### src/rtl/parallel_to_serial_pkg.sv
// Shared definitions for the parallel-to-serial shifter: FSM state encoding,
// default parameters and the counter-width helper.
package parallel_to_serial_pkg;

  typedef enum logic [1:0] {
    ST_IDLE  = 2'd0,
    ST_SHIFT = 2'd1,
    ST_GAP   = 2'd2
  } p2s_state_t;

  localparam int P2S_DEPTH_DEFAULT = 8;
  localparam int P2S_GAP_DEFAULT   = 0;

  // Bits needed to hold 0..max_value, never less than one.
  function automatic int cnt_width(input int max_value);
    int w;
    w = $clog2(max_value + 1);
    return (w < 1) ? 1 : w;
  endfunction

endpackage

### src/rtl/parallel_to_serial_if.sv
// Word-in / bit-out bus of the shifter; master is the upstream/downstream
// environment, slave is the shifter itself.
interface parallel_to_serial_if
  import parallel_to_serial_pkg::*;
#(
  parameter int DEPTH = P2S_DEPTH_DEFAULT
) ();

  logic [DEPTH-1:0] in_data;
  logic             in_valid;
  logic             in_ready;
  logic             stall;
  logic             out;
  logic             out_enable;
  logic             word_done;
  logic             busy;

  modport master (
    output in_data,
    output in_valid,
    output stall,
    input  in_ready,
    input  out,
    input  out_enable,
    input  word_done,
    input  busy
  );

  modport slave (
    input  in_data,
    input  in_valid,
    input  stall,
    output in_ready,
    output out,
    output out_enable,
    output word_done,
    output busy
  );

endinterface

### src/rtl/parallel_to_serial_down_counter.sv
// Loadable down counter with zero and one-remaining flags; load wins over
// decrement and the count never wraps below zero.
module down_counter #(
  parameter int WIDTH = 4
) (
  input  logic             clk,
  input  logic             rst,
  input  logic             i_load,
  input  logic [WIDTH-1:0] i_load_value,
  input  logic             i_dec,
  output logic             o_zero,
  output logic             o_one
);

  logic [WIDTH-1:0] r_count;

  always_ff @(posedge clk or posedge rst) begin
    if (rst) begin
      r_count <= '0;
    end else if (i_load) begin
      r_count <= i_load_value;
    end else if (i_dec && (r_count != '0)) begin
      r_count <= r_count - 1'b1;
    end
  end

  assign o_zero = (r_count == '0);
  assign o_one  = (r_count == WIDTH'(1));

endmodule

### src/rtl/parallel_to_serial.sv
// Serializes DEPTH-bit words MSB first with one-edge latency, honouring a
// downstream stall and inserting GAP idle cycles after every word.
module parallel_to_serial
  import parallel_to_serial_pkg::*;
#(
  parameter int DEPTH = P2S_DEPTH_DEFAULT,
  parameter int GAP   = P2S_GAP_DEFAULT
) (
  input  logic                 clk,
  input  logic                 reset,
  parallel_to_serial_if.slave  bus
);

  localparam int BIT_W = cnt_width(DEPTH);
  localparam int GAP_W = cnt_width(GAP);

  p2s_state_t       r_state;
  logic [DEPTH-1:0] r_shift;
  logic             r_out;
  logic             r_out_enable;
  logic             r_word_done;
  logic             r_busy;

  logic             w_in_ready;
  logic             w_accept;
  logic             w_issue_held;
  logic             w_word_exit;
  logic             w_gap_exit;
  logic             w_bit_zero;
  logic             w_bit_one;
  logic             w_gap_zero;
  logic             w_gap_one;
  logic             w_gap_load;
  logic             w_gap_dec;
  logic [BIT_W-1:0] w_bit_load_value;

  // In SHIFT the bit counter holds bits not yet issued; zero means the last
  // bit is on out and the next word may start at this very edge.
  always_comb begin
    w_in_ready = 1'b0;
    if (!reset) begin
      case (r_state)
        ST_IDLE:  w_in_ready = 1'b1;
        ST_SHIFT: w_in_ready = w_bit_zero && !bus.stall && (GAP == 0);
        default:  w_in_ready = 1'b0;
      endcase
    end
  end

  assign w_accept     = bus.in_valid && w_in_ready;
  assign w_issue_held = (r_state == ST_SHIFT) && !w_bit_zero && !bus.stall;
  assign w_word_exit  = (r_state == ST_SHIFT) && w_bit_zero && !w_accept;
  assign w_gap_exit   = (r_state == ST_GAP) && (w_gap_one || w_gap_zero);
  assign w_gap_load   = w_word_exit && (GAP > 0);
  assign w_gap_dec    = (r_state == ST_GAP);

  // A stalled accept keeps the whole word pending; otherwise the MSB leaves now.
  assign w_bit_load_value = bus.stall ? BIT_W'(DEPTH) : BIT_W'(DEPTH - 1);

  down_counter #(
    .WIDTH (BIT_W)
  ) u_bit_counter (
    .clk          (clk),
    .rst          (reset),
    .i_load       (w_accept),
    .i_load_value (w_bit_load_value),
    .i_dec        (w_issue_held),
    .o_zero       (w_bit_zero),
    .o_one        (w_bit_one)
  );

  down_counter #(
    .WIDTH (GAP_W)
  ) u_gap_counter (
    .clk          (clk),
    .rst          (reset),
    .i_load       (w_gap_load),
    .i_load_value (GAP_W'(GAP)),
    .i_dec        (w_gap_dec),
    .o_zero       (w_gap_zero),
    .o_one        (w_gap_one)
  );

  always_ff @(posedge clk or posedge reset) begin
    if (reset) begin
      r_state      <= ST_IDLE;
      r_shift      <= '0;
      r_out        <= 1'b0;
      r_out_enable <= 1'b0;
      r_word_done  <= 1'b0;
      r_busy       <= 1'b0;
    end else begin
      r_out_enable <= 1'b0;
      r_word_done  <= 1'b0;
      if (w_accept) begin
        r_state <= ST_SHIFT;
        r_busy  <= 1'b1;
        if (!bus.stall) begin
          r_out        <= bus.in_data[DEPTH-1];
          r_shift      <= {bus.in_data[DEPTH-2:0], 1'b0};
          r_out_enable <= 1'b1;
        end else begin
          r_shift <= bus.in_data;
        end
      end else if (w_issue_held) begin
        r_out        <= r_shift[DEPTH-1];
        r_shift      <= {r_shift[DEPTH-2:0], 1'b0};
        r_out_enable <= 1'b1;
        r_word_done  <= w_bit_one;
      end else if (w_word_exit) begin
        if (GAP > 0) begin
          r_state <= ST_GAP;
          r_busy  <= 1'b1;
        end else begin
          r_state <= ST_IDLE;
          r_busy  <= 1'b0;
        end
      end else if (w_gap_exit) begin
        r_state <= ST_IDLE;
        r_busy  <= 1'b0;
      end
    end
  end

  assign bus.in_ready   = w_in_ready;
  assign bus.out        = r_out;
  assign bus.out_enable = r_out_enable;
  assign bus.word_done  = r_word_done;
  assign bus.busy       = r_busy;

  a_done_implies_enable: assert property (
    @(posedge clk) disable iff (reset) r_word_done |-> r_out_enable
  );

  a_no_accept_in_gap: assert property (
    @(posedge clk) disable iff (reset) (r_state == ST_GAP) |-> !w_in_ready
  );

  a_idle_not_busy: assert property (
    @(posedge clk) disable iff (reset) (r_state == ST_IDLE) |-> !r_busy
  );

endmodule

### src/flat_wrapper.sv
// flat-port wrapper written by rule: the top's interface ports become plain ports
module parallel_to_serial_flat import parallel_to_serial_pkg::*;
#(
  parameter int DEPTH = P2S_DEPTH_DEFAULT,
  parameter int GAP   = P2S_GAP_DEFAULT
)
  (clk, reset, bus_in_data, bus_in_valid, bus_stall, bus_in_ready, bus_out, bus_out_enable, bus_word_done, bus_busy);
  parallel_to_serial_if #(.DEPTH(DEPTH)) bus_i ();
  input  logic clk;
  input  logic reset;
  input wire logic [$bits(bus_i.in_data)-1:0] bus_in_data;
  input wire logic [$bits(bus_i.in_valid)-1:0] bus_in_valid;
  input wire logic [$bits(bus_i.stall)-1:0] bus_stall;
  output wire logic [$bits(bus_i.in_ready)-1:0] bus_in_ready;
  output wire logic [$bits(bus_i.out)-1:0] bus_out;
  output wire logic [$bits(bus_i.out_enable)-1:0] bus_out_enable;
  output wire logic [$bits(bus_i.word_done)-1:0] bus_word_done;
  output wire logic [$bits(bus_i.busy)-1:0] bus_busy;
  assign bus_i.in_data = bus_in_data;
  assign bus_i.in_valid = bus_in_valid;
  assign bus_i.stall = bus_stall;
  assign bus_in_ready = bus_i.in_ready;
  assign bus_out = bus_i.out;
  assign bus_out_enable = bus_i.out_enable;
  assign bus_word_done = bus_i.word_done;
  assign bus_busy = bus_i.busy;
  parallel_to_serial #(.DEPTH(DEPTH), .GAP(GAP)) u_core (.clk(clk), .reset(reset), .bus(bus_i));
endmodule
### config.mk
export PLATFORM = sky130hd
export DESIGN_NAME = parallel_to_serial_flat
export DESIGN_NICKNAME = d
export VERILOG_FILES = /design/src/rtl/parallel_to_serial_pkg.sv /design/src/rtl/parallel_to_serial_if.sv /design/src/rtl/parallel_to_serial_down_counter.sv /design/src/rtl/parallel_to_serial.sv /design/src/flat_wrapper.sv
export SDC_FILE = /design/constraint.sdc
export NUM_CORES = 1
export LEC_CHECK = 0
export CORE_MARGIN = 8
export CORE_UTILIZATION = 49
export CTS_CLUSTER_SIZE = 8
export DETAILED_ROUTE_END_ITERATION = 8
export HOLD_SLACK_MARGIN = 0.02
export PLACE_DENSITY = 0.78
export SLEW_MARGIN = 5
export SYNTH_ARGS = -nofsm -noshare
export SYNTH_HDL_FRONTEND = slang
export SYNTH_SLANG_ARGS = --single-unit
export TNS_END_PERCENT = 5
### constraint.sdc
create_clock -name clk -period 3.6 [get_ports clk]
set_clock_uncertainty 0.2 [all_clocks]
set_input_delay 0.54 -clock clk [delete_from_list [all_inputs] [get_ports clk]]
set_output_delay 0.54 -clock clk [all_outputs]
set_load 0.03 [all_outputs]
---- Word level (Yosys, flattened, before mapping) ----
Index checks and enable logic that the tools add are counted.
word-level totals
  register bits ........................... 18
  bits of input ports ..................... 12
  output and inout port bits .............. 5
cells by class
  $add $sub $neg .......................... 1
  eq/ne operators ......................... 5
  mux-type cells .......................... 24
  reductions and logical operators ........ 18
operator list
  kind                   count
  $mux W8                3
  $mux W1                13
  $mux W4                3
  $mux W2                4
  $logic_and A1 B1 Y1    7
  $eq A4 B1 Y1 const B   1
  $logic_not A4 Y1       1
  $reduce_and A2 Y1      2
  $reduce_bool A2 Y1     2
  $reduce_bool A4 Y1     1
  $sub A4 B1 Y4 const B  1
  $logic_not A1 Y1       3
  $reduce_bool A3 Y1     1
  $eq A2 B1 Y1 const B   1
  $eq A2 B2 Y1 const B   1
  $logic_not A2 Y1       1
  $ne A2 B1 Y1 const B   1
  $ne A2 B2 Y1 const B   1
  $pmux W1 S2            1

---- Depth between registers and ports, before layout ----
Gate-level depths: netlist of the first run.
  word-level depth ........................ 10
  depth in mapped cells ................... 6
  gate-level depth less buffers ........... 6

---- Hierarchy ----
From an unflattened synthesis of the first run, not the netlist that was laid out.
unflattened totals
  cells, all modules ...................... 104
  area, all modules ....................... 969.7 um^2
modules (own cells, without submodules)
  module              instances  cells an instance  area each (um^2)
  parallel_to_serial  1          73                 695.7
  down_counter        1          31                 274.0

---- Worst setup path before layout of the first run ----
No wires, ideal clock.
  path kind ............................... input -> output
  start point ............................. input bus_stall
  end point ............................... output bus_in_ready
  arrival ................................. 1.768 ns
  required time ........................... 2.860 ns
  path slack .............................. 1.092 ns
  stages on the path ...................... 3
  buffers on the path ..................... 1
  path through ............................ buf_2 > or4b_4 > a21oi_1
between the ends
  cells in the longest elaborated chain, start to end .. 4
RTL lines
  item                 line                      RTL
  start: declaration   flat_wrapper.sv:13        input wire logic [$bits(bus_i.stall)-1:0] bus_stall;
  $logic_not A1 Y1     parallel_to_serial.sv:44  ST_SHIFT: w_in_ready = w_bit_zero && !bus.stall && (GAP == 0);
  $logic_and A1 B1 Y1  parallel_to_serial.sv:44
  $pmux W1 S2          parallel_to_serial.sv:42  case (r_state)
  $mux W1              parallel_to_serial.sv:41  if (!reset) begin
  end: declaration     flat_wrapper.sv:14        output wire logic [$bits(bus_i.in_ready)-1:0] bus_in_ready;
No other way between the ends.

---- Final worst setup path of the first run ----
  start point ............................. register u_core.u_bit_counter.r_count[0]
  end point ............................... output bus_in_ready
between the ends
  cells in the longest elaborated chain, start to end .. 4
RTL lines
  item                      line                                   RTL
  start: declaration        parallel_to_serial_down_counter.sv:15  logic [WIDTH-1:0] r_count;
  start signal: assignment  parallel_to_serial_down_counter.sv:21  r_count <= i_load_value;
  start signal: assignment  parallel_to_serial_down_counter.sv:23  r_count <= r_count - 1'b1;
  $logic_not A4 Y1          parallel_to_serial_down_counter.sv:27  assign o_zero = (r_count == '0);
  $logic_and A1 B1 Y1       parallel_to_serial.sv:44
  $pmux W1 S2               parallel_to_serial.sv:42
  $mux W1                   parallel_to_serial.sv:41
No other way between the ends.

==> results of run 1 <==
-- worst max-delay path: stages (launching register included) --
cell	delay (ns)
dfrtp_1	0.43
inv_1	0.11
ha_1	0.25
or4b_4	0.53
a21oi_1	0.16
buf_4	0.17
-- report_power, final --
group          internal (uW)  total (uW)  switching [uW]
Sequential               245         308            63.1
Combinational            135         293             158
Clock                   61.6         121            59.1
-- flip-flops by register name (all words and copies together), names as in the netlist --
signal                        cells
u_core.r_state                    1
u_core.r_shift                    8
u_core.u_bit_counter.r_count      4
u_core.bus.out_enable             1
u_core.bus.word_done              1
u_core.bus.out                    1
-- routing by layer --
layer,vias to the layer above,part of all wire [%],global-route usage (%)
met4,0,2.3,6.14
met1,365,43,15.5
met3,6,7.9,3.25
met2,32,47,20.6
li1,352,-,-
met5,-,0,0
-- kinds of logic (layout without fill, tap and decap cells) --
logic type | after synthesis | in the layout | synth area share, %
buffers and inverters | 16 | 33 | 7.54
AOI/OAI and AO/OA | 26 | 26 | 26.5
adders and majority gates | 2 | 2 | 2.74
and+or+nand+nor | 17 | 17 | 11.5
muxes | 7 | 7 | 7.82
DFF | 16 | 16 | 43.9
-- final timing paths --
kind / start / end / slack, ns / cells past startpoint
setup / recovery: u_core.u_bit_counter.r_count[0]$_DFFE_PP0P_ / bus_in_ready / 0.91 / 5
hold / removal: u_core.r_shift[0]$_DFFE_PP0P_ / u_core.r_shift[0]$_DFFE_PP0P_ / 0.31 / 1
setup reg to reg: u_core.u_bit_counter.r_count[0]$_DFFE_PP0P_ / u_core.bus.out$_DFFE_PP0P_ / 1.35 / 5
hold reg to reg: u_core.r_shift[0]$_DFFE_PP0P_ / u_core.r_shift[0]$_DFFE_PP0P_ / 0.31 / 1
max in group asynchronous: reset / u_core.r_shift[3]$_DFFE_PP0P_ / 2.32 / 2
min in group asynchronous: reset / u_core.u_bit_counter.r_count[3]$_DFFE_PP0P_ / 0.49 / 2
-- metrics by stage --
step	power [uW]	hold WS (ns)	worst slack [ns]	utilization [%]
after floorplan	519	0.254	1.09	-
after global placement	589	0.281	1.03	62.2
after detailed placement	602	0.293	0.992	62.2
after CTS	720	0.314	0.913	64.2
after global routing	771	0.350	0.806	64.2
final	722	0.308	0.912	64.2
-- final cells by class --
type	instances	area [sq um]
multi-input cells	52	443
fillers	149	624
flip-flops and latches	16	400
clock buffers	4	36.3
inverters	12	45.0
well taps	25	31.3
repair buffers	17	165
-- Yosys cell counts --
cell / number
nand2b_1: 3
a2bb2oi_1: 1
nor4_1: 1
a31o_2: 1
mux2i_1: 6
a32o_1: 2
o21ai_0: 2
a221o_1: 2
a21o_1: 1
a211oi_1: 1
nor2_1: 3
ha_1: 2
o21a_1: 2
or4b_4: 1
a21oi_4: 1
buf_1: 2
a211o_1: 1
and3_1: 1
nand2_1: 1
nor3_1: 4
mux2_2: 1
a221oi_1: 3
nor3b_1: 2
buf_6: 1
and3b_2: 1
a21oi_1: 3
a222oi_1: 5
buf_2: 1
inv_1: 12
a2111oi_4: 1
dfrtp_1: 16
==> impl_results.md, run 1 <==
- Via count: 755
- Drt wl/cell: approximately 16 microns
- Area growth from synthesis to layout: 22.9%
- CTS resizes: 0
- Remaining global-route overflow: 0
- DIE AREA: 0.00350 sq mm
- Detailed Route WL: roughly 2100 microns
- DRC: 0
- Minimum clock period: between 2 and 3 ns
- Synth area leader: dfrtp_1
- Post-DRT Antenna Nets: 0
- Most frequent cells in the layout: dfrtp_1 (16), clkdlybuf4s50_1 (15), inv_1 (12)
- CP Max Fanout: 6
- Commonest non-fill, non-tap cell in the layout: dfrtp_1
- Slew @ Worst Pin: 0.646 ns
- Leak Pwr: 0.000507 uW
- Final number of setup-violating endpoints: 0
- Fin. Hold Viols: 0
- Antenna Cells: 0
- 1st-iter DRT viols: 40
- Kind of critical path: flop to output pin
- Total track usage: 12.8%
- CTS Sinks: 16
- Placed cell count: 122
- Clk slew on worst S/H paths: approximately 0.10 ns
- Die H: approximately 59 microns
- Avg Synthesized Cell Area: 10.9 sq um
- Peak supply drop: 314 uV
- Critical path arrival: slightly below 2 ns
- Status: complete, no violations
- Fraction of layout cells with a size suffix above 1: 11.9%
- Initial antenna violation count: 0
- Power density over the cells: ~640 mW/mm^2
- First-pass GRT wire length: ~3600 microns
- RSZ-0062 raised after global routing: no
- Max cap viols: 0
- Cell Area, Placed: roughly 0.0011 sq mm
- Placer Congestion: ~0.75
- Core Rows: 15
- Final cell count without fillers: 126
- Die width: ~60 microns
- Detailed Place HPWL: about 1500 microns
- Ys Warns: 0
- Htree depth: 1
- IO buf count: 16
- Rel. slew slack: 56.8%
- Vias in the first global route: ~800
- Setup TNS: 0 ns
- Flops & latches, synth: 16
- Worst Hold Class: flop to flop
- Nets: 116
- Fin crit share: about three quarters
- CTS tree: done
- Mapped Area: 912 sq um
- CTS Buffer Depth: 2
- Mapped Cells: 84
- Root Driver: clkbuf_4
- Post-synthesis sequential area ratio: 43.9%
- Critical path endpoint category: output pin
- Core Area: 0.00175 sq mm
- Startpoint types: flop
- I/O pin count: 17
- Clk_lat worst skew: 0.29 ns
- Synth unique cells: 31
- Worst path required time: between 2 and 3 ns
- Via density per instance: 5.99
- Peak Freq: 0.372 GHz
- Synth area leaders: dfrtp_1 (44%), mux2i_1 (6.6%), a222oi_1 (5.5%), inv_1 (4.9%), a2111oi_4 (3.0%)
- Post-Synthesis Net Count: between 90 and 100
- CTS Hold Buffers Added: 0
- Final instance area: 0.00112 sq mm
- Initial Utilization: 52.3%
- Largest net degree at the start of global routing: 18
- Final Max Slew Viols: 0
- Drt first pass iters: 4
- TritonCTS Buffers: 3
- Setup repair bufs after CTS: 0
- Post-synth top area share: 43.9%
No activity file was read; power rests on OpenSTA's default activity.
==> run 2: changes to the inputs <==
clock period = 2.7 ns   (was 3.6 ns; I/O delays follow)
==> run 2 against run 1 <==
  * Count of clock-buffer cells in the layout did not move
  * Largest power group unchanged
  * Sequential share of layout area fell by 0.55 points
  * Sequential cell count did not move
  * Highest routed layer unchanged
  * Sequential power rose by 33%
==> impl_results.md, run 2 (synthesis results as in run 1) <==
- Status: complete, no violations
- Max reg flops: 8
- Slew @ Worst Pin: 0.757 ns
- Area growth from synthesis to layout: 24.8%
- Largest register by flop count: u_core.r_shift
- RSZ-0062 raised after global routing: no
- Rel. slew slack: 49.4%
- Setup TNS: 0 ns
- I/O pin count: 17
- Largest net degree at the start of global routing: 17
- Critical path arrival: 1.97 ns
- Nets: roughly 120
- Met1 GRT Util: 14.1%
- Startpoint types: flop
- Fin. Hold Viols: 0
- CTS Sinks: 16
- Biggest regs: u_core.r_shift (8), u_core.u_bit_counter.r_count (4)
- TritonCTS Buffers: 3
- Detailed Route WL: 2100 microns
- First-pass GRT wire length: between 3000 and 4000 microns
- DRC: 0
- Root Driver: clkbuf_4
- Max cap viols: 0
- Worst Hold Class: flop to flop
- Remaining global-route overflow: 0
- Drt first pass iters: 4
- GR peak layer: met2
- Met2 Use GR: 20.2%
- Fin crit share: between 90% and 100%
- Final Util: 65.2%
- IO buf count: 16
- Core Rows: 15
- Drt wl/cell: 16.4 microns
- Clk_lat worst skew: ~0.3 ns
- Initial Utilization: 52.3%
- Placer Congestion: 0.732
- Peak Freq: 0.389 GHz
- Leak Pwr: a little over 0.0005 uW
- Most frequent cells in the layout: dfrtp_1 (16), clkdlybuf4s50_1 (15), inv_1 (12)
- Final Max Slew Viols: 0
- Fraction of layout cells with a size suffix above 1: 14.6%
- CTS tree: done
- Via count: 783
- Vias in the first global route: 740
- Detailed Place HPWL: 1490 microns
- DIE AREA: approximately 0.0035 sq mm
- Critical path endpoint category: output pin
- Post-DRT Antenna Nets: 0
- Final number of setup-violating endpoints: 0
- Kind of critical path: flop to output pin
- Die width: 59.1 microns
- Minimum clock period: 2.57 ns
- 1st-iter DRT viols: 45
- Initial antenna violation count: 0
- Htree depth: 1
- Fillers: 145
- Power density over the cells: roughly 860 mW/mm^2
- Core Area: 0.00175 sq mm
- Worst path required time: 2.10 ns
- Via density per instance: roughly 6
- Clk slew on worst S/H paths: 0.10 ns
- GR Util met3: ~3.5%
- CTS Buffer Depth: 2
- CP Max Fanout: 6
- Die H: around 59 microns
- Commonest non-fill, non-tap cell in the layout: dfrtp_1
- Peak supply drop: 455 uV
- Total track usage: 12.3%
- Antenna Cells: 0
## run 2: changes by cell type in the layout (fill, tap and decap cells not counted), sizes merged
cell	before	now
buf	2	4
## run 2: layer usage
metal / vias to the layer above / part of all wire, %
li1: 363 / -
met1: 390 / 45
met2: 25 / 45
met3: 5 / 7.2
met4: 0 / 2.0
met5: - / 0
## run 2: worst paths after layout
check	start	end	slack, ns	cells past startpoint
worst max-delay path	u_core.u_bit_counter.r_count[0]$_DFFE_PP0P_	bus_in_ready	0.13	5
worst min-delay path	u_core.r_shift[0]$_DFFE_PP0P_	u_core.r_shift[0]$_DFFE_PP0P_	0.31	1
worst max register to register	u_core.u_bit_counter.r_count[0]$_DFFE_PP0P_	u_core.bus.out$_DFFE_PP0P_	0.64	6
worst min register to register	u_core.r_shift[0]$_DFFE_PP0P_	u_core.r_shift[0]$_DFFE_PP0P_	0.31	1
max in group asynchronous	reset	u_core.r_shift[5]$_DFFE_PP0P_	1.53	2
min in group asynchronous	reset	u_core.u_bit_counter.r_count[2]$_DFFE_PP0P_	0.36	2
## run 2: final cells by class
type,instances,area [sq um],area share [%]
multi-input combinational,52,445,39.1
clock buffer,4,36.3,3.19
inverter,12,45.0,3.96
timing repair buffer,19,180,15.8
tap,25,31.3,2.75
sequential,16,400,35.2
## run 2: per-stage QoR
stage / total power, uW / area (sq um) / setup slack (ns) / cells / hold WS (ns)
floorplan: 692 / 912 / 0.361 / 84 / 0.119
global placement: 795 / 1100 / 0.381 / 124 / 0.282
detailed placement: 809 / 1100 / 0.325 / 124 / 0.291
CTS: 971 / 1140 / 0.102 / 128 / 0.315
global route: 1040 / 1140 / 0.0377 / 128 / 0.337
finish: 976 / 1140 / 0.129 / 128 / 0.312
## run 2: power breakdown
| group | total [uW] | switching [uW] | internal [uW] |
|---|---|---|---|
| Clock | 167 | 84.1 | 82.5 |
| Sequential | 411 | 83.6 | 327 |
| Combinational | 398 | 211 | 187 |
| Total | 976 | 379 | 597 |
## run 2: what timing repair did
item,in CTS,in global routing
hold buffers,0,0
setup endpoints to repair,0,1
setup buffers,0,0
gates resized for setup,0,1
## run 2: worst max-delay path: stages (launching register included)
cell and delay [ns]:
dfrtp_1 0.42, inv_1 0.13, ha_2 0.23, or4b_4 0.52
a21oi_1 0.18, buf_4 0.18
